### config.mk
export PLATFORM = sky130hd
export DESIGN_NAME = mem_stage_flat
export DESIGN_NICKNAME = d
export VERILOG_FILES = /design/src/rtl/mem_stage_if.sv /design/src/rtl/mem_stage.sv /design/src/flat_wrapper.sv
export SDC_FILE = /design/constraint.sdc
export NUM_CORES = 1
export LEC_CHECK = 0
export ABC_AREA = 1
export CORE_AREA = 4 4 160 162
export CTS_CLUSTER_DIAMETER = 150
export DETAILED_ROUTE_END_ITERATION = 8
export DIE_AREA = 0 0 164 166
export SYNTH_ARGS = -nofsm -noshare
export SYNTH_HDL_FRONTEND = slang
export SYNTH_SLANG_ARGS = --single-unit
### constraint.sdc
create_clock -name clk -period 3.7 [get_ports clk]
set_input_delay 1.11 -clock clk [delete_from_list [all_inputs] [get_ports clk]]
set_output_delay 1.11 -clock clk [all_outputs]
set_load 0.03 [all_outputs]
### src/rtl/mem_stage_if.sv
// Shared types and the data-memory bus interface for the memory stage.
//
// mem_stage_pkg : load/store operator and write-back mux selector enums.
// mem_stage_if  : data-memory req/gnt/rvalid bus.
//   req    master->slave  memory request
//   we     master->slave  write enable
//   addr   master->slave  word-aligned address (ADDR_WIDTH)
//   be     master->slave  byte enables
//   wdata  master->slave  lane-replicated store data
//   gnt    slave->master  request accepted
//   rvalid slave->master  response valid (read data or write ack)
//   rdata  slave->master  read word
package mem_stage_pkg;
  typedef enum logic [2:0] {LB, LH, LW, LBU, LHU, SB, SH, SW} load_store_func_code_t;
  typedef enum logic [1:0] {
    EX_RESULT_SELECT, LOAD_DATA_SELECT, UIMMD_SELECT, PC_SELECT
  } write_back_mux_selector_t;
endpackage

interface mem_stage_if #(parameter int ADDR_WIDTH = 32);
  logic                  req;
  logic                  we;
  logic [ADDR_WIDTH-1:0] addr;
  logic [3:0]            be;
  logic [31:0]           wdata;
  logic                  gnt;
  logic                  rvalid;
  logic [31:0]           rdata;

  modport master (output req, we, addr, be, wdata, input gnt, rvalid, rdata);
  modport slave  (input req, we, addr, be, wdata, output gnt, rvalid, rdata);
endinterface

### src/rtl/mem_stage.sv
// Memory stage of the 5-stage RISC-V core.
//
// Takes the EX-MEM buffer, runs one data-memory access per load/store over
// the req/gnt/rvalid bus, stalls upstream until the access completes,
// aligns/extends load data and registers the result into the MEM-WB buffer.
//
// Optional build macro: MEM_MISALIGN_TRAP_EN -- misaligned LH/LHU/SH/LW/SW
// issue no request and raise bus_error instead of wrapping within the word.
//
// Ports:
//   clk, rst_n          clock (rising edge), asynchronous active-low reset
//   ex_*                EX-MEM buffer: lsu enable/operator, store data, ALU
//                       result, ALU valid, wb mux, dest reg, PC, upper immd
//   dmem                data-memory bus (master modport)
//   stall               comb.; hold IF/ID/EX and the EX-MEM buffer
//   mem_fw_data         comb.; forwarding value back to EX (ALU result)
//   wb_*                MEM-WB buffer (registered)
//   bus_error           one-cycle pulse on timeout abort or misalign trap
module mem_stage
  import mem_stage_pkg::*;
#(
  parameter int MAX_WAIT   = 255,
  parameter int ADDR_WIDTH = 32
) (
  input  logic                     clk,
  input  logic                     rst_n,
  input  logic                     ex_lsu_enable,
  input  load_store_func_code_t    ex_lsu_operator,
  input  logic [31:0]              ex_mem_wdata,
  input  logic [31:0]              ex_alu_result,
  input  logic                     ex_alu_valid,
  input  write_back_mux_selector_t ex_wb_mux,
  input  logic [4:0]               ex_write_reg_addr,
  input  logic [31:0]              ex_pc_addr,
  input  logic [31:0]              ex_uimmd,
  mem_stage_if.master              dmem,
  output logic                     stall,
  output logic [31:0]              mem_fw_data,
  output logic                     wb_valid,
  output write_back_mux_selector_t wb_mux,
  output logic [4:0]               wb_write_reg_addr,
  output logic [31:0]              wb_alu_result,
  output logic [31:0]              wb_load_data,
  output logic [31:0]              wb_pc_addr,
  output logic [31:0]              wb_uimmd,
  output logic                     bus_error
);

  typedef enum logic [1:0] {IDLE, REQ, WAIT} state_t;

  localparam logic [7:0] LAST_CNT = 8'(MAX_WAIT - 1);

  state_t      state, next_state;
  logic [7:0]  wait_cnt;
  logic        access, trap, timeout, done, abort, req;
  logic [1:0]  lane;
  logic [7:0]  rd_byte;
  logic [15:0] rd_half;
  logic [31:0] load_ext;

  assign access      = ex_lsu_enable & ex_alu_valid;
  assign timeout     = (wait_cnt == LAST_CNT);
  assign lane        = ex_alu_result[1:0];
  assign mem_fw_data = ex_alu_result;

`ifdef MEM_MISALIGN_TRAP_EN
  logic misaligned;
  always_comb begin
    case (ex_lsu_operator)
      LH, LHU, SH: misaligned = lane[0];
      LW, SW:      misaligned = |lane;
      default:     misaligned = 1'b0;
    endcase
  end
  assign trap = access & misaligned;
`else
  // Low address bits beyond lane select are ignored: the access wraps in the word.
  assign trap = 1'b0;
`endif

  // Request fields come straight from the EX-MEM buffer, which the stall holds
  // stable for the whole access.
  assign dmem.req  = req;
  assign dmem.addr = {ex_alu_result[ADDR_WIDTH-1:2], 2'b00};
  assign dmem.we   = (ex_lsu_operator == SB) || (ex_lsu_operator == SH) ||
                     (ex_lsu_operator == SW);

  always_comb begin
    dmem.be    = 4'b1111;
    dmem.wdata = ex_mem_wdata;
    case (ex_lsu_operator)
      SB: begin
        dmem.be    = 4'b0001 << lane;
        dmem.wdata = {4{ex_mem_wdata[7:0]}};
      end
      SH: begin
        dmem.be    = 4'b0011 << {lane[1], 1'b0};
        dmem.wdata = {2{ex_mem_wdata[15:0]}};
      end
      default: ;
    endcase
  end

  // Load alignment and extension; stores write zero into load data.
  always_comb begin
    case (lane)
      2'd0:    rd_byte = dmem.rdata[7:0];
      2'd1:    rd_byte = dmem.rdata[15:8];
      2'd2:    rd_byte = dmem.rdata[23:16];
      default: rd_byte = dmem.rdata[31:24];
    endcase
    rd_half = lane[1] ? dmem.rdata[31:16] : dmem.rdata[15:0];
    case (ex_lsu_operator)
      LB:      load_ext = {{24{rd_byte[7]}}, rd_byte};
      LBU:     load_ext = {24'd0, rd_byte};
      LH:      load_ext = {{16{rd_half[15]}}, rd_half};
      LHU:     load_ext = {16'd0, rd_half};
      LW:      load_ext = dmem.rdata;
      default: load_ext = 32'd0;
    endcase
  end

  // NOTE: every signal written in an always_comb gets a default first, so no
  // path through the case statement can leave it unassigned and infer a latch.
  always_comb begin
    next_state = state;
    req        = 1'b0;
    stall      = 1'b0;
    done       = 1'b0;
    abort      = 1'b0;
    case (state)
      IDLE: begin
        if (access && !trap) begin
          req        = 1'b1;
          stall      = 1'b1;
          next_state = dmem.gnt ? WAIT : REQ;
        end
      end
      REQ: begin
        if (timeout) begin
          abort      = 1'b1;
          next_state = IDLE;
        end else begin
          req   = 1'b1;
          stall = 1'b1;
          if (dmem.gnt) next_state = WAIT;
        end
      end
      WAIT: begin
        // A response arriving on the last allowed cycle still completes.
        if (dmem.rvalid) begin
          done       = 1'b1;
          next_state = IDLE;
        end else if (timeout) begin
          abort      = 1'b1;
          next_state = IDLE;
        end else begin
          stall = 1'b1;
        end
      end
      default: next_state = IDLE;
    endcase
  end

  // NOTE: sequential state uses non-blocking assignments so every register
  // samples the pre-edge values regardless of statement order.
  always_ff @(posedge clk or negedge rst_n) begin
    if (!rst_n) begin
      state    <= IDLE;
      wait_cnt <= 8'd0;
    end else begin
      state    <= next_state;
      wait_cnt <= (state == IDLE) ? 8'd0 : wait_cnt + 8'd1;
    end
  end

  always_ff @(posedge clk or negedge rst_n) begin
    if (!rst_n) begin
      wb_valid          <= 1'b0;
      wb_mux            <= EX_RESULT_SELECT;
      wb_write_reg_addr <= 5'd0;
      wb_alu_result     <= 32'd0;
      wb_load_data      <= 32'd0;
      wb_pc_addr        <= 32'd0;
      wb_uimmd          <= 32'd0;
      bus_error         <= 1'b0;
    end else begin
      wb_mux        <= ex_wb_mux;
      wb_alu_result <= ex_alu_result;
      wb_pc_addr    <= ex_pc_addr;
      wb_uimmd      <= ex_uimmd;
      bus_error     <= abort | trap;
      if (done) begin
        wb_valid          <= 1'b1;
        wb_write_reg_addr <= ex_write_reg_addr;
        wb_load_data      <= load_ext;
      end else if (stall || abort || trap) begin
        // Bubble: nothing retires while the access is pending or failed.
        wb_valid          <= 1'b0;
        wb_write_reg_addr <= 5'd0;
        wb_load_data      <= 32'd0;
      end else begin
        wb_valid          <= ex_alu_valid;
        wb_write_reg_addr <= ex_write_reg_addr;
        wb_load_data      <= 32'd0;
      end
    end
  end

endmodule
### src/flat_wrapper.sv
// flat-port wrapper written by rule: the top's interface ports become plain ports
module mem_stage_flat import mem_stage_pkg::*;
#(
  parameter int MAX_WAIT   = 255,
  parameter int ADDR_WIDTH = 32
)
  (clk, rst_n, ex_lsu_enable, ex_lsu_operator, ex_mem_wdata, ex_alu_result, ex_alu_valid, ex_wb_mux, ex_write_reg_addr, ex_pc_addr, ex_uimmd, stall, mem_fw_data, wb_valid, wb_mux, wb_write_reg_addr, wb_alu_result, wb_load_data, wb_pc_addr, wb_uimmd, bus_error, dmem_req, dmem_we, dmem_addr, dmem_be, dmem_wdata, dmem_gnt, dmem_rvalid, dmem_rdata);
  mem_stage_if #(.ADDR_WIDTH(ADDR_WIDTH)) dmem_i ();
  input  logic clk;
  input  logic rst_n;
  input  logic ex_lsu_enable;
  input  load_store_func_code_t ex_lsu_operator;
  input  logic [31:0] ex_mem_wdata;
  input  logic [31:0] ex_alu_result;
  input  logic ex_alu_valid;
  input  write_back_mux_selector_t ex_wb_mux;
  input  logic [4:0] ex_write_reg_addr;
  input  logic [31:0] ex_pc_addr;
  input  logic [31:0] ex_uimmd;
  output logic stall;
  output logic [31:0] mem_fw_data;
  output logic wb_valid;
  output write_back_mux_selector_t wb_mux;
  output logic [4:0] wb_write_reg_addr;
  output logic [31:0] wb_alu_result;
  output logic [31:0] wb_load_data;
  output logic [31:0] wb_pc_addr;
  output logic [31:0] wb_uimmd;
  output logic bus_error;
  output wire logic [$bits(dmem_i.req)-1:0] dmem_req;
  output wire logic [$bits(dmem_i.we)-1:0] dmem_we;
  output wire logic [$bits(dmem_i.addr)-1:0] dmem_addr;
  output wire logic [$bits(dmem_i.be)-1:0] dmem_be;
  output wire logic [$bits(dmem_i.wdata)-1:0] dmem_wdata;
  input wire logic [$bits(dmem_i.gnt)-1:0] dmem_gnt;
  input wire logic [$bits(dmem_i.rvalid)-1:0] dmem_rvalid;
  input wire logic [$bits(dmem_i.rdata)-1:0] dmem_rdata;
  assign dmem_req = dmem_i.req;
  assign dmem_we = dmem_i.we;
  assign dmem_addr = dmem_i.addr;
  assign dmem_be = dmem_i.be;
  assign dmem_wdata = dmem_i.wdata;
  assign dmem_i.gnt = dmem_gnt;
  assign dmem_i.rvalid = dmem_rvalid;
  assign dmem_i.rdata = dmem_rdata;
  mem_stage #(.MAX_WAIT(MAX_WAIT), .ADDR_WIDTH(ADDR_WIDTH)) u_core (.clk(clk), .rst_n(rst_n), .ex_lsu_enable(ex_lsu_enable), .ex_lsu_operator(ex_lsu_operator), .ex_mem_wdata(ex_mem_wdata), .ex_alu_result(ex_alu_result), .ex_alu_valid(ex_alu_valid), .ex_wb_mux(ex_wb_mux), .ex_write_reg_addr(ex_write_reg_addr), .ex_pc_addr(ex_pc_addr), .ex_uimmd(ex_uimmd), .dmem(dmem_i), .stall(stall), .mem_fw_data(mem_fw_data), .wb_valid(wb_valid), .wb_mux(wb_mux), .wb_write_reg_addr(wb_write_reg_addr), .wb_alu_result(wb_alu_result), .wb_load_data(wb_load_data), .wb_pc_addr(wb_pc_addr), .wb_uimmd(wb_uimmd), .bus_error(bus_error));
endmodule
Word-level counts from Yosys, hierarchy flattened:

Index checks and enable logic that the tools add are counted.

* output and inout port bits: 240
* bits in registers: 147
* word-level logic and storage cells: 64
* input bits: 176

* add/sub/neg operators: 1
* eq/ne operators: 15
* shift-type cells: 2
* reductions and logical operators: 7
* bitwise gates (word level): 1
* mux-type cells: 28

Operators by type and width (number)
* 32-bit case mux with 5 select lines: 1
* 32-bit case mux with 2 select lines: 1
* 32-bit two-way mux: 1
* 8-bit case mux with 3 select lines: 1
* 16-bit two-way mux: 1
* 3-bit == test, second input constant: 4
* 2-bit two-way mux: 6
* 5-bit two-way mux: 2
* 1-bit two-way mux: 9
* 8-bit by 1-bit adder with 8-bit output, second input constant: 1
* 8-bit == test, second input constant: 1
* 8-bit two-way mux: 1
* 4-bit case mux with 2 select lines: 1
* 3-bit by 2-bit == test with 1-bit output, second input constant: 2
* 3-bit by 2-bit != test with 1-bit output, second input constant: 2
* 2-bit case mux with 3 select lines: 1
* 2-bit by 1-bit == test with 1-bit output, second input constant: 2
* 2-bit == test, second input constant: 2
* 2-bit logical NOT: 2
* 1-bit case mux with 2 select lines: 2
* 1-bit by 2-bit left shift with 4-bit output, first input constant: 1
* 2-bit by 2-bit left shift with 4-bit output, first input constant: 1
* 3-bit by 1-bit == test with 1-bit output, second input constant: 1
* 3-bit logical NOT: 1
* 5 further kinds: 7

Longest topological paths before layout:

Gate-level depths: netlist (run 1).

* depth after elaboration: 7
* depth in mapped cells: 10
* depth with buffers taken out: 10

Worst setup path before layout (run 1):

No wires, ideal clock.

* kind: input -> output
* from: in ex_lsu_operator[1]
* to: out dmem_wdata[14]
* slack: 165 ps
* data arrival time: 2425 ps
* stages on the path: 8
* path buffers: 2
* cell sequence: buf_4 -> inv_4 -> nand2_4 -> nor2_8 -> inv_4 -> nand2_4 -> buf_12 -> o21ai_0

* word-level cells in the longest chain between the ends: 2
* elaborated cells between the ends (all ways): 3
* those cells by class: eq/ne (2); mux (1)

RTL lines
* start, declared: line flat_wrapper.sv:12 `input load_store_func_code_t ex_lsu_operator;`
* 3-bit == test: line mem_stage.sv:91 `case (ex_lsu_operator)`
* 32-bit case mux with 2 select lines (*): line mem_stage.sv:91
* end, declared: line flat_wrapper.sv:34 `output wire logic [$bits(dmem_i.wdata)-1:0] dmem_wdata;`

Every way passes the cells marked *; elsewhere a longest branch is shown, timed or not.

Final worst setup path (run 1):

* from: in ex_alu_valid
* to: out dmem_req

* word-level cells in the longest chain between the ends: 3

RTL lines
* start, declared: line flat_wrapper.sv:15 `input logic ex_alu_valid;`
* 1-bit AND: line mem_stage.sv:61 `assign access = ex_lsu_enable & ex_alu_valid;`
* 1-bit two-way mux: line mem_stage.sv:133 `if (access && !trap) begin`
* 1-bit case mux with 2 select lines: line mem_stage.sv:131 `case (state)`
* end, declared: line flat_wrapper.sv:30 `output wire logic [$bits(dmem_i.req)-1:0] dmem_req;`

No other way between the ends.

==> impl_metrics.ini, run 1 <==
[sta]
fmax_mhz = 278
skew_ns = 0.00579
drv_slew = 0
finalCriticalPeriod_ns = 3.60
timing_hold_violations_final = 0
tightestPinTransition_ns = 0.584
setup_viol = 0
max-slew-margin-rel = 0.609
whs_ns = 0.488
timing.final.crit_share = 0.973
rsz0062_at_grt = false

[drt]
vias = 5365
wl_met1_um = 9030
wl_met2_um = 12600
via_per_inst = 4.24
wl_met3_um = 2840
antenna_left = 0
drtIter0Drc = 191
highest_layer = met5
drcViolationCount = 0
dr.pass1.iters = 5
routed_wl_um = 24900
wire_per_inst_um = 19.7

[critical_path]
setup.worst_path.start_class = input port
arrival_ns = 2.49
cp-end-kind = primary output
slowest_stage = clkdlybuf4s50_1
path_cells = clkdlybuf4s50_1, nand3_1, nand2_1, clkdlybuf4s50_1
cp.required_ns = 2.59
cpLargestDelayFamily = buffers and inverters
critPathBufInv = 2
worstSetupPathType = in -> out
path_common_cell = clkdlybuf4s50_1
crit_path_max_incr_delay_ns = 0.67
crit_fanout = 3

[clock_network]
cts_tree = yes
cts_htree_levels = 4
insertion_delay_ns = 0.42
cts_buffers = 17
numClockSinks = 147
clock_path_buffers = 2
path_clk_slew_ns = 0.06
root_buffer = clkbuf_16

[pwr]
switching_power_uw = 1600
combPwrFrac = 0.292
pwr-share-clk = 0.343
irDropWorstVdd_mv = 0.277
finalPower_uw = 4870
p_leak_uw = 0.00468
swShare = 0.328
p_int_uw = 3270
p_seq_frac = 0.365
powerDensity_nw_per_um2 = 451

[finish]
drive_gt1_frac = 0.133
multi_input_area_sq_um = 1590
seq_area_sq_um = 3680
layout_common_cells = clkdlybuf4s50_1, dfrtp_1, nand2_1
area_growth_pct = 75.8
fillCellCount = 2304
final_common_cell = clkdlybuf4s50_1
stdcell_count = 1266
finalNetCount = 1111

[floorplanning]
rows = 57
die-area_sq_um = 27200
start_util = 0.255
fp.dieW_um = 164
die_h_um = 166
fp.coreArea_sq_um = 24100
io_pins = 416

[synth]
synth_cells = 559
avgSynthCellArea_sq_um = 11.0
seq_area_frac_synth = 0.599
ys.warnings.count = 0
ys_seq_elements = 147
synthDistinctLibCells = 36
syn-cell-area_sq_um = 6140

[grt]
grt.total_usage = 0.179
antenna_found_initial = 5
grt_pass1_vias = 5601
grt_pass1_wl_um = 36100
grt_max_degree = 56
grt_remaining_overflow = 0

[placement]
dpl.cell_count = 1234
io_buffer_count = 413
hpwl_um = 20400
gp_routability_congestion = 0.815

[flow_run]
maxCapViolations = 0

[worst_hold_path]
hold_class = reg -> reg

[outcome]
outcome = completed
## worst reg2reg max path, stage by stage (launching register included)
cell and delay [ns]:
dfrtp_1 0.40, inv_1 0.10, ha_1 0.38, nand3_1 0.14, nand2_1 0.09, nand2_1 0.08
nand2_1 0.16, a21oi_1 0.11
## registers in the layout, indices dropped and copies added (netlist names)
name                      cells
u_core.bus_error              1
u_core.state                  2
u_core.wait_cnt               8
u_core.wb_alu_result         32
u_core.wb_load_data          32
u_core.wb_mux                 2
u_core.wb_pc_addr            32
u_core.wb_uimmd              32
u_core.wb_valid               1
u_core.wb_write_reg_addr      5
## through the flow
step | utilization | instance area (sq um) | setup WS [ns] | setup TNS, ns
finish | 0.448 | 10800 | 0.100 | 0
global route | 0.448 | 10800 | 0.0361 | 0
CTS | 0.448 | 10800 | 0.0902 | 0
detailed placement | 0.424 | 10200 | -0.456 | -2.83
global placement | 0.424 | 10200 | -0.434 | -2.67
floorplan | - | 6150 | 0.165 | 0
## power by group through the flow
stage / clock network (uW) / logic, uW / registers (uW)
final: 1670 / 1420 / 1780
after global routing: 1800 / 1510 / 1790
after CTS: 1720 / 1440 / 1780
after detailed placement: 0 / 1440 / 1810
after global placement: 0 / 1430 / 1800
after floorplan: 0 / 532 / 2020
## cell usage after synthesis (all sizes together)
library cell  number  share of area
a21oi             16          0.014
a31oi             19          0.019
buf               85           0.11
clkbuf             5         0.0031
conb               1        0.00061
dfrtp            147           0.60
ha                 6          0.012
inv               55          0.035
mux2               8          0.019
mux2i              7          0.011
nand2             85          0.055
nand3             21          0.022
nand4              9          0.010
nor2              30          0.021
nor3               5         0.0041
nor3b              1         0.0012
o211ai            16          0.020
o21a               8         0.0098
o21ai             27          0.022
o22ai              7          0.014
xnor2              1         0.0014
## per-layer routing
metal / GRT usage / vias to the layer above
li1: - / 2496
met1: 0.195 / 2534
met2: 0.312 / 295
met3: 0.0827 / 32
met4: 0.0492 / 8
met5: 0 / -
## area by class of cell
type,count,area share
diodes,1,0.000232
clock buffers,17,0.0394
clock inverters,14,0.0137
inverters,55,0.0200
multi-input cells,268,0.147
flip-flops and latches,147,0.341
well taps,324,0.0375
repair buffers,440,0.402
## cell families after synthesis
| logic type | share of synthesized area |
|---|---|
| fa+ha+maj | 0.0122 |
| buf+inv | 0.144 |
| compound gates | 0.0994 |
| mux | 0.0303 |
| xor+xnor | 0.00143 |
| simple gates | 0.114 |
| other cells | 0.000610 |
| flops | 0.599 |
## worst paths after layout
check                      slack [ns]                          end  cells past startpoint          startpoint
min                              0.49           u_core.wait_cnt[0]                      1  u_core.wait_cnt[0]
max reg2reg                      2.10  u_core.wb_write_reg_addr[1]                      7     u_core.state[0]
max in group asynchronous        2.36         u_core.wb_pc_addr[2]                      2               rst_n
min reg2reg                      0.49           u_core.wait_cnt[0]                      1  u_core.wait_cnt[0]
min in group asynchronous        0.61        u_core.wb_pc_addr[10]                      1               rst_n
max                              0.10                     dmem_req                      4        ex_alu_valid
## repair_timing
item	4_1_cts	5_1_grt
hold buffers	0	0
setup endpoints to repair	11	0
buffers inserted	0	0
gates resized for setup	21	0
Power figures use the tool's default switching activity.
==> inputs of run 2 (changes only) <==
--- a/config.mk
+++ b/config.mk
@@ -8,6 +8,7 @@
 export ABC_AREA = 1
 export CORE_AREA = 4 4 160 162
 export CTS_CLUSTER_DIAMETER = 150
+export CTS_CLUSTER_SIZE = 16
 export DETAILED_ROUTE_END_ITERATION = 8
 export DIE_AREA = 0 0 164 166
 export SYNTH_ARGS = -nofsm -noshare
==> constraint.sdc (replaced) <==
create_clock -name clk -period 3.7 [get_ports clk]
set_input_delay 1.11 -clock clk [delete_from_list [all_inputs] [get_ports clk]]
set_output_delay 1.11 -clock clk [all_outputs]
set_load 0.005 [all_outputs]
==> run 2 against run 1 <==
Critical path depth increased by 3. Utilization about the same. Clock skew increased by 0.0026 ns. Sequential power about the same. First-iteration DRC count increased by 12%. Register-to-register slack about the same. Total power decreased by 8.4%. Setup slack got worse by 0.041 ns. Via count increased by 0.54%. Sequential share of layout area about the same. Critical endpoint is now dmem_wdata[20]. Largest cell class unchanged. Largest power group unchanged.
==> impl_metrics.ini, run 2 (synthesis results as in run 1) <==
[clock_network]
clock_path_buffers = 2
cts_htree_levels = 4
insertion_delay_ns = 0.42
numClockSinks = 147
path_clk_slew_ns = 0.06
cts_tree = yes
root_buffer = clkbuf_16
cts_buffers = 17

[finish]
fillCellCount = 2307
layout_common_cells = clkdlybuf4s50_1, dfrtp_1, nand2_1
drive_gt1_frac = 0.0991
final_common_cell = clkdlybuf4s50_1
finalNetCount = 1108
design_area_sq_um = 10800
antenna_cells = 0
area_growth_pct = 75.7

[grt]
grt_remaining_overflow = 0
grt_max_degree = 54
grt.total_usage = 0.177
grt_pass1_wl_um = 35800
antenna_found_initial = 5
grt_pass1_vias = 5551

[critical_path]
critPathLaunch = ex_lsu_operator[2]
r2r-start = u_core.state[0]
worst_r2r_endpoint = u_core.wb_write_reg_addr[1]
crit_fanout = 11
cp.required_ns = 2.59
rr_worst_depth = 7
ff2ff_setup_slack_ns = 2.09
setup.worst_path.start_class = input port
arrival_ns = 2.53
cp-end-kind = primary output
worstSetupPathType = in -> out

[placement]
io_buffer_count = 413
gp_routability_congestion = 0.850
hpwl_um = 20400
place_area_sq_um = 10200

[worst_hold_path]
min_path_cells = 1
holdPathEnd = u_core.wait_cnt[0]
hold_class = reg -> reg
worstHoldStart = u_core.wait_cnt[0]

[pwr]
switching_power_uw = 1250
pwr-share-clk = 0.361
irDropWorstVdd_mv = 0.277
combPwrFrac = 0.241
p_seq_frac = 0.398
powerDensity_nw_per_um2 = 413
swShare = 0.281
p_leak_uw = 0.00463
p_int_uw = 3210

[sta]
drv_slew = 0
skew_ns = 0.00836
timing_hold_violations_final = 0
max-slew-margin-rel = 0.608
fmax_mhz = 275
setup_viol = 0
timing.final.crit_share = 0.984
rsz0062_at_grt = false
whs_ns = 0.483
finalCriticalPeriod_ns = 3.64
tightestPinTransition_ns = 0.586

[floorplanning]
die_h_um = 166
rows = 57
io_pins = 416
start_util = 0.255
fp.dieW_um = 164
fp.coreArea_sq_um = 24100
die-area_sq_um = 27200

[outcome]
outcome = completed

[drt]
via_per_inst = 4.27
drcViolationCount = 0
dr.pass1.iters = 4
drtIter0Drc = 214
antenna_left = 0
wire_per_inst_um = 19.7
routed_wl_um = 24900
vias = 5394

[flow_run]
maxCapViolations = 0
run 2: repair_timing:
action                                 4_1_cts  5_1_grt
setup buffers                                0        0
gates cloned                                 0        0
endpoints found under the hold margin        0        0
resized for setup                           13        5
hold buffers                                 0        0
setup endpoints to repair                   28       13
pin swaps                                    2        0
run 2: area by class of cell:
type | instances | area, sq um | share of cell area
inverter | 55 | 216 | 0.0201
sequential | 147 | 3680 | 0.341
multi-input combinational | 268 | 1600 | 0.148
clock buffer | 17 | 425 | 0.0394
clock inverter | 14 | 123 | 0.0114
timing repair buffer | 437 | 4350 | 0.403
tap | 324 | 405 | 0.0376
run 2: how the worst max path moves through the flow:
stage / end / slack (ns) / cells after the start
after floorplan: dmem_wdata[16] / 0.51 / 8
after global placement: dmem_wdata[20] / -0.35 / 8
after detailed placement: dmem_wdata[20] / -0.39 / 8
after CTS: dmem_wdata[20] / 0.01 / 7
after global routing: stall / 0.004 / 7
final: dmem_wdata[20] / 0.06 / 7
run 2: power groups by stage:
stage	Sequential (uW)	Combinational, uW	Clock (uW)
final	1780	1070	1610
after global routing	1790	1160	1730
after CTS	1780	1090	1660
after detailed placement	1810	1080	0
after global placement	1800	1080	0
after floorplan	1820	376	0
run 2: per-stage QoR:
stage / setup slack [ns] / TNS (ns) / power (uW) / util / instances
global route: 0.00409 / 0 / 4680 / 0.448 / 1262
detailed placement: -0.386 / -7.69 / 2890 / 0.425 / 1231
floorplan: 0.514 / 0 / 2190 / - / 560
global placement: -0.348 / -6.62 / 2880 / 0.425 / 1231
CTS: 0.00963 / 0 / 4530 / 0.448 / 1262
finish: 0.0587 / 0 / 4460 / 0.448 / 1262
run 2: worst max-delay path, stage by stage:
cell and delay [ns]:
clkdlybuf4s15_2 0.24, inv_4 0.06, nor2_8 0.14, inv_4 0.06, nand2_8 0.12, mux2_2 0.34
clkdlybuf4s50_1 0.45
run 2: metal layers:
metal  wire (um)  vias up  global-route usage
li1            -     2498                   -
met1        9010     2564               0.193
met3        2780       35              0.0809
met5          58        -                   0
met2       12500      287               0.307
met4         515       10              0.0536
==> inputs of run 3 (changes only) <==
--- a/config.mk
+++ b/config.mk
@@ -6,11 +6,12 @@
 export NUM_CORES = 1
 export LEC_CHECK = 0
 export ABC_AREA = 1
-export CORE_AREA = 4 4 160 162
+export CORE_AREA = 4 4 208 109
 export CTS_CLUSTER_DIAMETER = 150
 export CTS_CLUSTER_SIZE = 16
 export DETAILED_ROUTE_END_ITERATION = 8
-export DIE_AREA = 0 0 164 166
+export DIE_AREA = 0 0 212 113
+export PLACE_DENSITY = 0.69
 export SYNTH_ARGS = -nofsm -noshare
 export SYNTH_HDL_FRONTEND = slang
 export SYNTH_SLANG_ARGS = --single-unit
==> run 3 against run 2 <==
Largest power group unchanged. Count of clock-buffer cells in the layout increased by 1. Register-to-register slack worse by 0.04 ns. Utilization up 6.1 points. Cell count down 3.2%. Flip-flop and latch count is the same.
==> impl_metrics.ini, run 3 (synthesis results as in run 1) <==
[clock_network]
numClockSinks = 147
path_clk_slew_ns = 0.07
cts_htree_levels = 4
insertion_delay_ns = 0.43
root_buffer = clkbuf_16
cts_buffers = 17
cts_tree = yes
postCtsHoldBufs = 0
clock_path_buffers = 2
cts_setup_buffers = 0

[floorplanning]
fp.coreArea_sq_um = 21100
fp.dieW_um = 212
rows = 38
die_h_um = 113
start_util = 0.292
io_pins = 416
die-area_sq_um = 24000

[outcome]
outcome = completed

[sta]
skew_ns = 0.0153
finalCriticalPeriod_ns = 3.63
setup_viol = 0
timing_hold_violations_final = 0
rsz0062_at_grt = false
max-slew-margin-rel = 0.615
drv_slew = 0
fmax_mhz = 276
timing.final.crit_share = 0.981
tightestPinTransition_ns = 0.578

[grt]
grt_pass1_wl_um = 34900
grt_pass1_vias = 5616
grt_remaining_overflow = 0
grt_use_met3 = 0.0892
antenna_found_initial = 6
grt_max_degree = 64
use_met2 = 0.334
use_met1 = 0.226
top_usage_layer = met2
grt.total_usage = 0.196

[drt]
antenna_left = 0
via_per_inst = 4.41
drtIter0Drc = 291
dr.pass1.iters = 5
drcViolationCount = 0
vias = 5390
routed_wl_um = 24100
wire_per_inst_um = 19.7

[finish]
final_core_util = 0.509
fillCellCount = 1870
area_growth_pct = 74.6
layout_common_cells = clkdlybuf4s50_1, dfrtp_1, nand2_1
drive_gt1_frac = 0.0980
design_area_sq_um = 10700
stdcell_count = 1222
finalNetCount = 1108
final_common_cell = clkdlybuf4s50_1

[pwr]
p_leak_uw = 0.00465
irDropWorstVdd_mv = 0.262
powerDensity_nw_per_um2 = 417

[critical_path]
rr_worst_depth = 7
arrival_ns = 2.52
setup.worst_path.start_class = input port
crit_fanout = 10
cp.required_ns = 2.59
cp-end-kind = primary output
worstSetupPathType = in -> out

[placement]
io_buffer_count = 413
gp_routability_congestion = 0.827
dpl.cell_count = 1186
place_area_sq_um = 10200
hpwl_um = 19600

[worst_hold_path]
hold_class = reg -> reg
min_path_cells = 1

[flow_run]
maxCapViolations = 0
==> run 3: cell types whose count changed in the layout (fill, tap and decap cells not counted), moves of 2 or more <==
cell,change
clkdlybuf4s50_1,-2
dlymetal6s2s_1,+2
diode_2,+3
buf_2,+2
==> run 3: path summary, 6_finish.rpt <==
kind / start / to / slack [ns]
worst min-delay path: u_core.wait_cnt[0] / u_core.wait_cnt[0] / 0.49
worst max-delay path: ex_lsu_operator[1] / dmem_wdata[20] / 0.07
min in group asynchronous: rst_n / u_core.wb_pc_addr[24] / 0.64
worst min register to register: u_core.wait_cnt[0] / u_core.wait_cnt[0] / 0.49
worst max register to register: u_core.state[0] / u_core.wb_write_reg_addr[4] / 2.05
max in group asynchronous: rst_n / u_core.wb_pc_addr[21] / 2.26
==> run 3: routing by layer <==
metal  wire, um  up-vias
li1           -     2500
met1       9350     2625
met2      12000      230
met3       2310       27
met4        364        8
met5         46        -
==> run 3: critical path, cell delays in order <==
cell and delay, ns:
buf_2 0.15, inv_4 0.07, nand2_4 0.06, nor2_8 0.16, inv_4 0.06, nand2_8 0.11, mux2_2 0.34, clkdlybuf4s50_1 0.44
==> run 3: timing repair <==
action	CTS	global route
endpoints found under the hold margin	0	0
pin swaps	0	1
gates resized for setup	12	8
gates cloned	0	1
setup endpoints to repair	29	15
==> run 3: power by group <==
| group | internal (uW) | switching, uW |
|---|---|---|
| Combinational | 596 | 478 |
| Sequential | 1730 | 48.5 |
| Clock | 875 | 741 |
| Total | 3200 | 1270 |
==> run 3: metrics by stage <==
stage	hold WS, ns	setup WS, ns	setup TNS (ns)	total power, uW
finish	0.493	0.0706	0	4470
global route	0.533	0.0174	0	4680
CTS	0.493	0.00386	0	4530
detailed placement	0.486	-0.377	-8.20	2900
global placement	0.476	-0.350	-7.03	2890
floorplan	0.454	0.514	0	2190
==> run 3: area by class of cell <==
type                    instances  area [sq um]  share of cell area
repair buffers                437          4330               0.404
flip-flops and latches        147          3680               0.343
multi-input cells             268          1600               0.149
clock buffers                  18           429              0.0400
well taps                     280           350              0.0327
inverters                      55           216              0.0202
clock inverters                14           118              0.0110
diodes                          3          7.51            0.000700
